`config.mk`:
```
export PLATFORM = sky130hd
export DESIGN_NAME = rom_readback
export DESIGN_NICKNAME = d
export VERILOG_FILES = /design/src/rtl/rom_readback.sv
export SDC_FILE = /design/constraint.sdc
export NUM_CORES = 1
export LEC_CHECK = 0
export CORE_MARGIN = 1.5
export CORE_UTILIZATION = 40
export DETAILED_ROUTE_END_ITERATION = 8
export GPL_TIMING_DRIVEN = 0
export MAX_ROUTING_LAYER = met4
export PLACE_DENSITY = 0.62
export SLEW_MARGIN = 30
export SYNTH_ARGS = -nofsm -noshare
export SYNTH_HDL_FRONTEND = slang
export SYNTH_SLANG_ARGS = --single-unit
export TNS_END_PERCENT = 50
```
`constraint.sdc`:
```
create_clock -name clk -period 5.4 [get_ports clk]
set_input_delay 1.08 -clock clk [delete_from_list [all_inputs] [get_ports clk]]
set_output_delay 1.08 -clock clk [all_outputs]
set_load 0.02 [all_outputs]
```
`src/rtl/rom_readback.sv`:
```
// Reads a byte range of the ROM image back from SDRAM as 16-bit words and
// streams it out byte by byte on valid/ready, keeping a running 16-bit checksum.
module rom_readback #(
    parameter int ADDR_W = 25,
    parameter int LEN_W  = 24
) (
    input  logic              clk,
    input  logic              RSTn,
    input  logic              start,
    input  logic              abort,
    input  logic [ADDR_W-1:0] base_addr,
    input  logic [LEN_W-1:0]  byte_len,
    output logic              busy,
    output logic              done,
    output logic [ADDR_W-1:0] sdr_addr,
    output logic              sdr_req,
    input  logic              sdr_rdy,
    input  logic [15:0]       sdr_dout,
    output logic [7:0]        rb_data,
    output logic              rb_valid,
    input  logic              rb_ready,
    output logic [15:0]       checksum
);

    typedef enum logic [1:0] {
        ST_IDLE,
        ST_REQ,
        ST_EMIT,
        ST_DONE
    } state_t;

    state_t            state_reg, state_next;
    logic [ADDR_W-1:0] addr_reg, addr_next;
    logic [ADDR_W-1:0] addr_inc;
    logic [LEN_W-1:0]  rem_reg, rem_next;
    logic [15:0]       word_reg, word_next;
    logic              abort_hold_reg, abort_hold_next;
    logic [15:0]       checksum_reg, checksum_next;

    logic              busy_reg, busy_next;
    logic              done_reg, done_next;
    logic              sdr_req_reg, sdr_req_next;
    logic [ADDR_W-1:0] sdr_addr_reg, sdr_addr_next;
    logic              rb_valid_reg, rb_valid_next;
    logic [7:0]        rb_data_reg, rb_data_next;

    logic [7:0]        word_bytes [2];
    logic              accept;

    genvar gi;
    generate
        for (gi = 0; gi < 2; gi++) begin : g_split
            assign word_bytes[gi] = word_next[gi*8 +: 8];
        end
    endgenerate

    assign accept   = rb_valid_reg & rb_ready;
    assign addr_inc = addr_reg + ADDR_W'(1);

    always_comb begin
        state_next      = state_reg;
        addr_next       = addr_reg;
        rem_next        = rem_reg;
        word_next       = word_reg;
        abort_hold_next = abort_hold_reg;
        checksum_next   = checksum_reg;

        case (state_reg)
            ST_IDLE: begin
                if (start) begin
                    checksum_next = '0;
                    if (byte_len != '0) begin
                        addr_next       = base_addr;
                        rem_next        = byte_len;
                        abort_hold_next = 1'b0;
                        state_next      = ST_REQ;
                    end else begin
                        state_next = ST_DONE;
                    end
                end
            end
            ST_REQ: begin
                // An abort here cannot cancel the outstanding read; remember it
                // and drop the returned word instead.
                if (abort) begin
                    abort_hold_next = 1'b1;
                end
                if (sdr_rdy) begin
                    if (abort || abort_hold_reg) begin
                        abort_hold_next = 1'b0;
                        state_next      = ST_IDLE;
                    end else begin
                        word_next  = sdr_dout;
                        state_next = ST_EMIT;
                    end
                end
            end
            ST_EMIT: begin
                if (accept) begin
                    checksum_next = checksum_reg + {8'd0, rb_data_reg};
                    addr_next     = addr_inc;
                    rem_next      = rem_reg - LEN_W'(1);
                    if (abort) begin
                        state_next = ST_IDLE;
                    end else if (rem_reg == LEN_W'(1)) begin
                        state_next = ST_DONE;
                    end else if (!addr_inc[0]) begin
                        state_next = ST_REQ;
                    end else begin
                        state_next = ST_EMIT;
                    end
                end else if (abort) begin
                    state_next = ST_IDLE;
                end
            end
            ST_DONE: begin
                state_next = ST_IDLE;
            end
            default: begin
                state_next = ST_IDLE;
            end
        endcase
    end

    // Outputs are registered copies of what the next state implies.
    always_comb begin
        busy_next     = (state_next == ST_REQ) || (state_next == ST_EMIT);
        done_next     = (state_next == ST_DONE);
        sdr_req_next  = (state_next == ST_REQ);
        rb_valid_next = (state_next == ST_EMIT);
        sdr_addr_next = {addr_next[ADDR_W-1:1], 1'b0};
        rb_data_next  = rb_valid_next ? word_bytes[addr_next[0]] : rb_data_reg;
    end

    always_ff @(posedge clk or negedge RSTn) begin
        if (!RSTn) begin
            state_reg      <= ST_IDLE;
            addr_reg       <= '0;
            rem_reg        <= '0;
            word_reg       <= '0;
            abort_hold_reg <= 1'b0;
            checksum_reg   <= '0;
            busy_reg       <= 1'b0;
            done_reg       <= 1'b0;
            sdr_req_reg    <= 1'b0;
            sdr_addr_reg   <= '0;
            rb_valid_reg   <= 1'b0;
            rb_data_reg    <= '0;
        end else begin
            state_reg      <= state_next;
            addr_reg       <= addr_next;
            rem_reg        <= rem_next;
            word_reg       <= word_next;
            abort_hold_reg <= abort_hold_next;
            checksum_reg   <= checksum_next;
            busy_reg       <= busy_next;
            done_reg       <= done_next;
            sdr_req_reg    <= sdr_req_next;
            sdr_addr_reg   <= sdr_addr_next;
            rb_valid_reg   <= rb_valid_next;
            rb_data_reg    <= rb_data_next;
        end
    end

    assign busy     = busy_reg;
    assign done     = done_reg;
    assign sdr_req  = sdr_req_reg;
    assign sdr_addr = sdr_addr_reg;
    assign rb_valid = rb_valid_reg;
    assign rb_data  = rb_data_reg;
    assign checksum = checksum_reg;

endmodule

```
==> results of run 1 <==
cell usage after synthesis, types with 4 or more instances:
cell | n | share of area [%]
ha_1 | 15 | 3.2
nand3_1 | 22 | 1.9
nor4_1 | 14 | 1.5
dfrtp_1 | 96 | 41
o31ai_1 | 6 | 0.76
nor3_1 | 23 | 1.9
nor2_1 | 53 | 3.4
o22a_1 | 9 | 1.3
o2bb2ai_1 | 16 | 2.4
or3_1 | 6 | 0.64
a311o_1 | 8 | 1.4
or4_1 | 7 | 0.89
o21ai_0 | 38 | 3.2
buf_4 | 25 | 3.2
and4_1 | 8 | 1.2
a21oi_1 | 43 | 3.6
clkbuf_1 | 36 | 2.3
a22oi_1 | 14 | 1.8
o22ai_1 | 18 | 1.9
xor2_1 | 5 | 0.74
a31oi_1 | 7 | 0.74
o311ai_0 | 4 | 0.59
o311a_2 | 8 | 1.5
a311oi_1 | 4 | 0.59
nor2b_1 | 10 | 1.1
nand2_1 | 32 | 2.0
and3_1 | 7 | 0.74
a211oi_1 | 6 | 0.76
mux2_2 | 17 | 3.2
nand4_1 | 11 | 1.2
inv_1 | 18 | 1.1
worst register-to-register path: cells and delay by family, from the launching register on:
kind,cells,cell delay [ps]
compound gates,2,950
buf+inv,1,380
flops,1,450
fa+ha+maj,1,390
simple gates,5,1750
layer usage:
metal  vias to the layer above  global-route usage (%)  part of all wire, %
met5                         -                       -                    0
met2                       267                    38.1                   47
met1                      2850                    33.5                   45
li1                       2707                       -                    -
met3                        33                    3.52                  6.7
met4                         0                    9.06                  1.9
cell families after synthesis:
logic type,count (synthesis)
AO/OA/AOI/OAI,212
AND/OR/NAND/NOR,209
flip-flops,96
buffers and inverters,81
multiplexers,18
adder cells (fa/ha/maj),16
XOR/XNOR,8
other,1
metrics by stage:
| step | power [mW] | worst slack (ps) | instance area, sq um |
|---|---|---|---|
| 6_report | 3.67 | 1370 | 7710 |
| 5_1_grt | 3.89 | 1150 | 7710 |
| 4_1_cts | 3.67 | 1350 | 7710 |
| 3_5_place_dp | 2.96 | 1090 | 7390 |
| 3_3_place_gp | 2.92 | -553 | 7360 |
| 2_1_floorplan | 2.31 | 2030 | 5910 |
worst max path at each step:
| stage | from | endpoint | depth (start not counted) |
|---|---|---|---|
| after floorplan | rem_reg[16]$_DFFE_PN0P_ | rb_data[4]$_DFFE_PN0N_ | 9 |
| after global placement | RSTn | rem_reg[15]$_DFFE_PN0P_ | 1 |
| after detailed placement | byte_len[13] | rb_data[6]$_DFFE_PN0N_ | 9 |
| after CTS | rem_reg[16]$_DFFE_PN0P_ | rb_data[6]$_DFFE_PN0N_ | 9 |
| after global routing | rem_reg[16]$_DFFE_PN0P_ | rb_data[5]$_DFFE_PN0N_ | 9 |
| final | rem_reg[16]$_DFFE_PN0P_ | rb_data[6]$_DFFE_PN0N_ | 9 |
final cells by class:
type	count	share of cell area, %
timing repair buffer	123	16.2
tap	184	2.99
clock buffer	9	2.92
buffer	63	4.38
inverter	18	0.876
sequential	96	31.1
clock inverter	7	1.23
multi-input combinational	464	40.2
where the power goes:
group	leakage, nW	switching, mW	internal [mW]
clock	0.157	0.325	0.374
sequential	1.17	0.269	1.00
combinational	1.74	0.909	0.788
==> impl_results.md, run 1 <==
* Status: complete, no violations
* Crit path time final at 4030 ps
* HP Start: rem_reg[11]$_DFFE_PN0P_
* # Max-Cap Violations at 0
* Dpl cells at 948
* Most used cell along the critical path: or4_1
* TritonCTS Sinks at 96
* Routability cong. at 0.949
* WL final at 18.8 mm
* Hold Path End: rem_reg[11]$_DFFE_PN0P_
* CP max-delay cell: o311ai_0
* Synth Area in Compound Gates at 25.7%
* Sequential element share of the synthesized area at 40.7%
* TritonCTS Buffers at 9
* Largest family of logic cells by synthesized area: compound AO/OA/AOI/OAI gates
* GRT overflow at 0
* Setup repair after global routing missed its margin: no
* # hold bufs at CTS at 0
* CP bufs+invs at 1
* Hold depth at 1
* DRT antenna net count at 0
* Most common cell after layout, fill and taps aside: clkdlybuf4s50_1
* IO buf count at 122
* Worst endpoint required time at 5650 ps
* First-pass GRT wire length at 29.8 mm
* Synth Cell Area at 5910 sq um
* CP peak stage delay at 610 ps
* Post-Synthesis Cells at 641
* Cell variety after synth at 69
* Clock transition at path regs at 80 ps
* Share of layout cells above drive strength 1 at 10.4%
* Cell family with most CP delay: simple AND/OR/NAND/NOR gates
* CTS tree: done
* Clock buffer depth at 2
* Final setup vio count at 0
* Highest Clock Rate at 248 MHz
* Reg-to-Reg Start: rem_reg[16]$_DFFE_PN0P_
* Worst Setup End Kind: flop
* R2r setup slk at 1370 ps
* Pwr dens at 475 nW/um^2
* Largest net degree at the start of global routing at 52
* Postcts setup bufs at 0
* Rel. slew slack at 41.0%
* Arr. time, crit path at 4270 ps
* Peak supply drop at 0.000200 V
* Synth Area per Inst at 9.22 sq um
* Worst reg2reg path endpoint: rb_data[6]$_DFFE_PN0N_
* Number of top-level pins at 124
* Via count at 5857
* Antenna violations before repair at 0
* PostCTS Resize Cnt at 0
* Die span in x at 125 um
* CP Launch Type: flop
* Placeable Area at 14500 sq um
* Layout area overhead at 30.6%
* Share of synthesized cell area in and, or, nand and nor gates at 18.6%
* Leakage at 3.07 nW
* Hold WC Path Type: flop to flop
* Starting density of the core at 40.8%
* Post-synth EDFFs at 0
* Max FO, Critical Path at 10
* Worst path cell trace: or4_1, or4_1, nor3_1, nor2_1, o311ai_0, ha_1, clkbuf_1, nor2b_1, a311o_1
* Worst skew pair latency at 360 ps
* #FFs+latches synth at 96
* FP Rows at 44
* Crit path kind: flop to flop
* Die Y at 125 um
* Synth warnings at 0
* R2R cell count at 9
* Setup tns final at 0 ps
* Clk root buf: clkbuf_16
* Synth Area in Adders at 3.52%
* TritonRoute pass-1 iters at 5
* Max Clock Skew at 13.3 ps
* Number of fill cells in the layout at 1354
* Syn Nets at 728
* Final Core Density at 53.3%
* H-tree level count at 3
* Fin cells at 964
* Hold slack final at 487 ps
* Combined area of the multi-input logic cells at 3100 sq um
* Multiplexer area fraction after synthesis at 3.41%
* Post-Synth XOR/XNOR Area at 1.19%
* Dpl hpwl at 13.6 mm
* FF/Latch Area at 2400 sq um
* Most frequent cells in the layout: 121 x clkdlybuf4s50_1, 96 x dfrtp_1, 53 x nor2_1
* # diodes at 0
* FFs w/ async S/R, synth at 100%
* Die area at 15500 sq um
* Final Hold Fails at 0
* Primary FF master, synth: dfrtp_1
* WL per Instance at 19.5 um
* Vias in the first global route at 5559
* GR Util All Layers at 24.8%
* Period utilization at 74.6%
* # DRC at 0
* Max-slew violations at 0
* Initial DRC count at 503
* Slew of the pin with the lowest slew margin at 876 ps
* Vias/cell at 6.08
* Nets at 862
Power figures use the tool's default switching activity.
==> inputs of run 2 (changes only) <==
==> constraint.sdc (replaced) <==
create_clock -name clk -period 3.86 [get_ports clk]
set_input_delay 0.772 -clock clk [delete_from_list [all_inputs] [get_ports clk]]
set_output_delay 0.772 -clock clk [all_outputs]
set_load 0.02 [all_outputs]
==> run 2 against run 1 <==
  * Clock skew shrank 1.7 ps
  * Sequential share of layout area about the same
  * Clock-buffer cell count did not move
  * Critical endpoint unchanged
  * Final cell count stayed put
  * Via count up 0.10%
  * Critical path type unchanged
  * Combinational power rose by 40%
  * Clock power rose by 40%
  * Largest power group unchanged
  * Maximum frequency grew 12%
  * Worst setup slack got worse by 1100 ps
==> impl_results.md, run 2 (synthesis gave the netlist of run 1 again) <==
* TritonCTS Buffers at 9 (unchanged)
* GRT overflow at 0 (unchanged)
* Nets at 862 (unchanged)
* Crit path time final at 3580 ps (-446 ps)
* Most used cell along the critical path: or4_1
* Crit path kind: flop to flop
* Largest net degree at the start of global routing at 52 (unchanged)
* FP Rows at 44 (unchanged)
* Final instance area at 7720 sq um (about the same)
* Rel. slew slack at 40.9% (-0.077 points)
* Period utilization at 92.8% (+18 points)
* Worst path cell trace: or4_1, or4_1, nor3_2, nor2_1, o311ai_1, ha_1, clkbuf_2, nor2b_1, a311o_1
* Via count at 5863 (+0.10%)
* WL final at 18.8 mm (about the same)
* Vias in the first global route at 5559 (unchanged)
* Clock transition at path regs at 80 ps (about the same)
* CP endpoint: rb_data[6]$_DFFE_PN0N_
* Status: complete, no violations
* Worst skew pair latency at 360 ps (about the same)
* R2R cell count at 9 (unchanged)
* Pwr dens at 665 nW/um^2 (+40%)
* Share of layout cells above drive strength 1 at 10.8% (+0.38 points)
* Number of top-level pins at 124 (unchanged)
* Power Internal at 3.03 mW (+40%)
* Most common cell after layout, fill and taps aside: clkdlybuf4s50_1
* Cell family with most CP delay: simple AND/OR/NAND/NOR gates
* Highest Clock Rate at 279 MHz (+12%)
* Met2 usage at 38.1% (unchanged)
* Max-slew violations at 0 (unchanged)
* Layout area overhead at 30.7% (about the same)
* Die span in x at 125 um (unchanged)
* Reg power frac at 34.6% (about the same)
* R2r setup slk at 280 ps (-1090 ps)
* Initial DRC count at 567 (+13%)
* GR peak layer: met2
* Worst Setup End Kind: flop
* TritonCTS Sinks at 96 (unchanged)
* CP bufs+invs at 1 (unchanged)
* Final setup vio count at 0 (unchanged)
* Arr. time, crit path at 3830 ps (-440 ps)
* Worst path depth at 9 (unchanged)
* Dpl hpwl at 13.6 mm (unchanged)
* Worst endpoint required time at 4110 ps (-1540 ps)
* Worst reg2reg path endpoint: rb_data[6]$_DFFE_PN0N_
* PostCTS Resize Cnt at 2 (+2)
* CP peak stage delay at 600 ps (about the same)
* Clk root buf: clkbuf_16
* # Max-Cap Violations at 0 (unchanged)
* Die area at 15500 sq um (unchanged)
* Reg-to-Reg Start: rem_reg[16]$_DFFE_PN0P_
* P_sw at 2.10 mW (+40%)
* CTS tree: done
* Antenna violations before repair at 0 (unchanged)
* WL per Instance at 19.5 um (about the same)
* Routability cong. at 0.949 (unchanged)
* Setup repair after global routing missed its margin: no
* Sw Ratio at 41.0% (about the same)
* Slew of the pin with the lowest slew margin at 877 ps (+1.14 ps)
* GRT met1 Usage at 33.5% (unchanged)
* Clock power frac at 19.1% (about the same)
* Hold slack final at 340 ps (-147 ps)
* Critical Path Start: rem_reg[16]$_DFFE_PN0P_
* Grt met3 use at 3.52% (unchanged)
* Clock buffer depth at 2 (unchanged)
* Peak supply drop at 0.000280 V (+40%)
* Hold WC Path Type: input port to async pin
* H-tree level count at 3 (unchanged)
* CP Launch Type: flop
* # DRC at 0 (unchanged)
* Combinational cell fraction of total power at 46.3% (about the same)
* First-pass GRT wire length at 29.8 mm (unchanged)
* Max Clock Skew at 11.6 ps (-1.66 ps)
* Starting density of the core at 40.8% (unchanged)
* Max FO, Critical Path at 10 (unchanged)
* Leakage at 3.08 nW (+0.26%)
* GR Util All Layers at 24.8% (unchanged)
* IO buf count at 122 (unchanged)
* Postcts setup bufs at 0 (unchanged)
* DRT antenna net count at 0 (unchanged)
* Placeable Area at 14500 sq um (unchanged)
* Final Hold Fails at 0 (unchanged)
* # diodes at 0 (unchanged)
* # hold bufs at CTS at 0 (unchanged)
* Die Y at 125 um (unchanged)
* TritonRoute pass-1 iters at 5 (unchanged)
* Post-place instance area at 7390 sq um (unchanged)
* Most frequent cells in the layout: 121 x clkdlybuf4s50_1, 96 x dfrtp_1, 53 x nor2_1
* Vias/cell at 6.08 (+0.10%)
* CP max-delay cell: or4_1
## run 2: changes by cell type in the layout (fill, tap and decap cells not counted)
cell	delta
clkbuf_1	-2
clkbuf_2	+2
nor3_1	-1
nor3_2	+1
o311ai_0	-1
o311ai_1	+1
## run 2: layout make-up
class / instances / area (sq um)
buffer: 63 / 340
inverter: 18 / 67.6
timing repair buffer: 123 / 1250
fill: 1356 / 6760
clock buffer: 9 / 225
sequential: 96 / 2400
clock inverter: 7 / 95.1
multi-input combinational: 464 / 3110
tap: 184 / 230
## run 2: worst min path at each step
stage,startpoint,end,slack [ps],cells past startpoint
3_5_place_dp,rem_reg[11]$_DFFE_PN0P_,rem_reg[11]$_DFFE_PN0P_,470,1
3_3_place_gp,rem_reg[11]$_DFFE_PN0P_,rem_reg[11]$_DFFE_PN0P_,470,1
5_1_grt,RSTn,word_reg[4]$_DFF_PN0_,370,1
6_report,RSTn,word_reg[4]$_DFF_PN0_,340,1
4_1_cts,RSTn,word_reg[4]$_DFF_PN0_,360,1
2_1_floorplan,rem_reg[19]$_DFFE_PN0P_,rem_reg[19]$_DFFE_PN0P_,450,1
## run 2: power by group through the flow
stage	logic (mW)	registers (mW)	clock network [mW]
final	2.38	1.78	0.980
after global routing	2.58	1.83	1.03
after CTS	2.37	1.77	0.998
after detailed placement	2.36	1.78	0
after global placement	2.31	1.77	0
after floorplan	1.50	1.73	0
## run 2: stage by stage
step / setup slack [ps] / utilization, % / total power, mW / TNS (ps) / instances
after detailed placement: -158 / 51.1 / 4.14 / -933 / 948
final: 278 / 53.3 / 5.13 / 0 / 964
after global routing: 112 / 53.3 / 5.44 / 0 / 964
after floorplan: 495 / - / 3.23 / 0 / 641
after global placement: -1790 / 50.8 / 4.08 / -171410 / 947
after CTS: 42.6 / 53.3 / 5.13 / 0 / 964
## run 2: per-layer routing
| layer | up-vias | wire length (um) |
|---|---|---|
| met3 | 30 | 1180 |
| met1 | 2847 | 8570 |
| met2 | 277 | 8720 |
| met5 | - | 0 |
| met4 | 0 | 346 |
| li1 | 2709 | - |
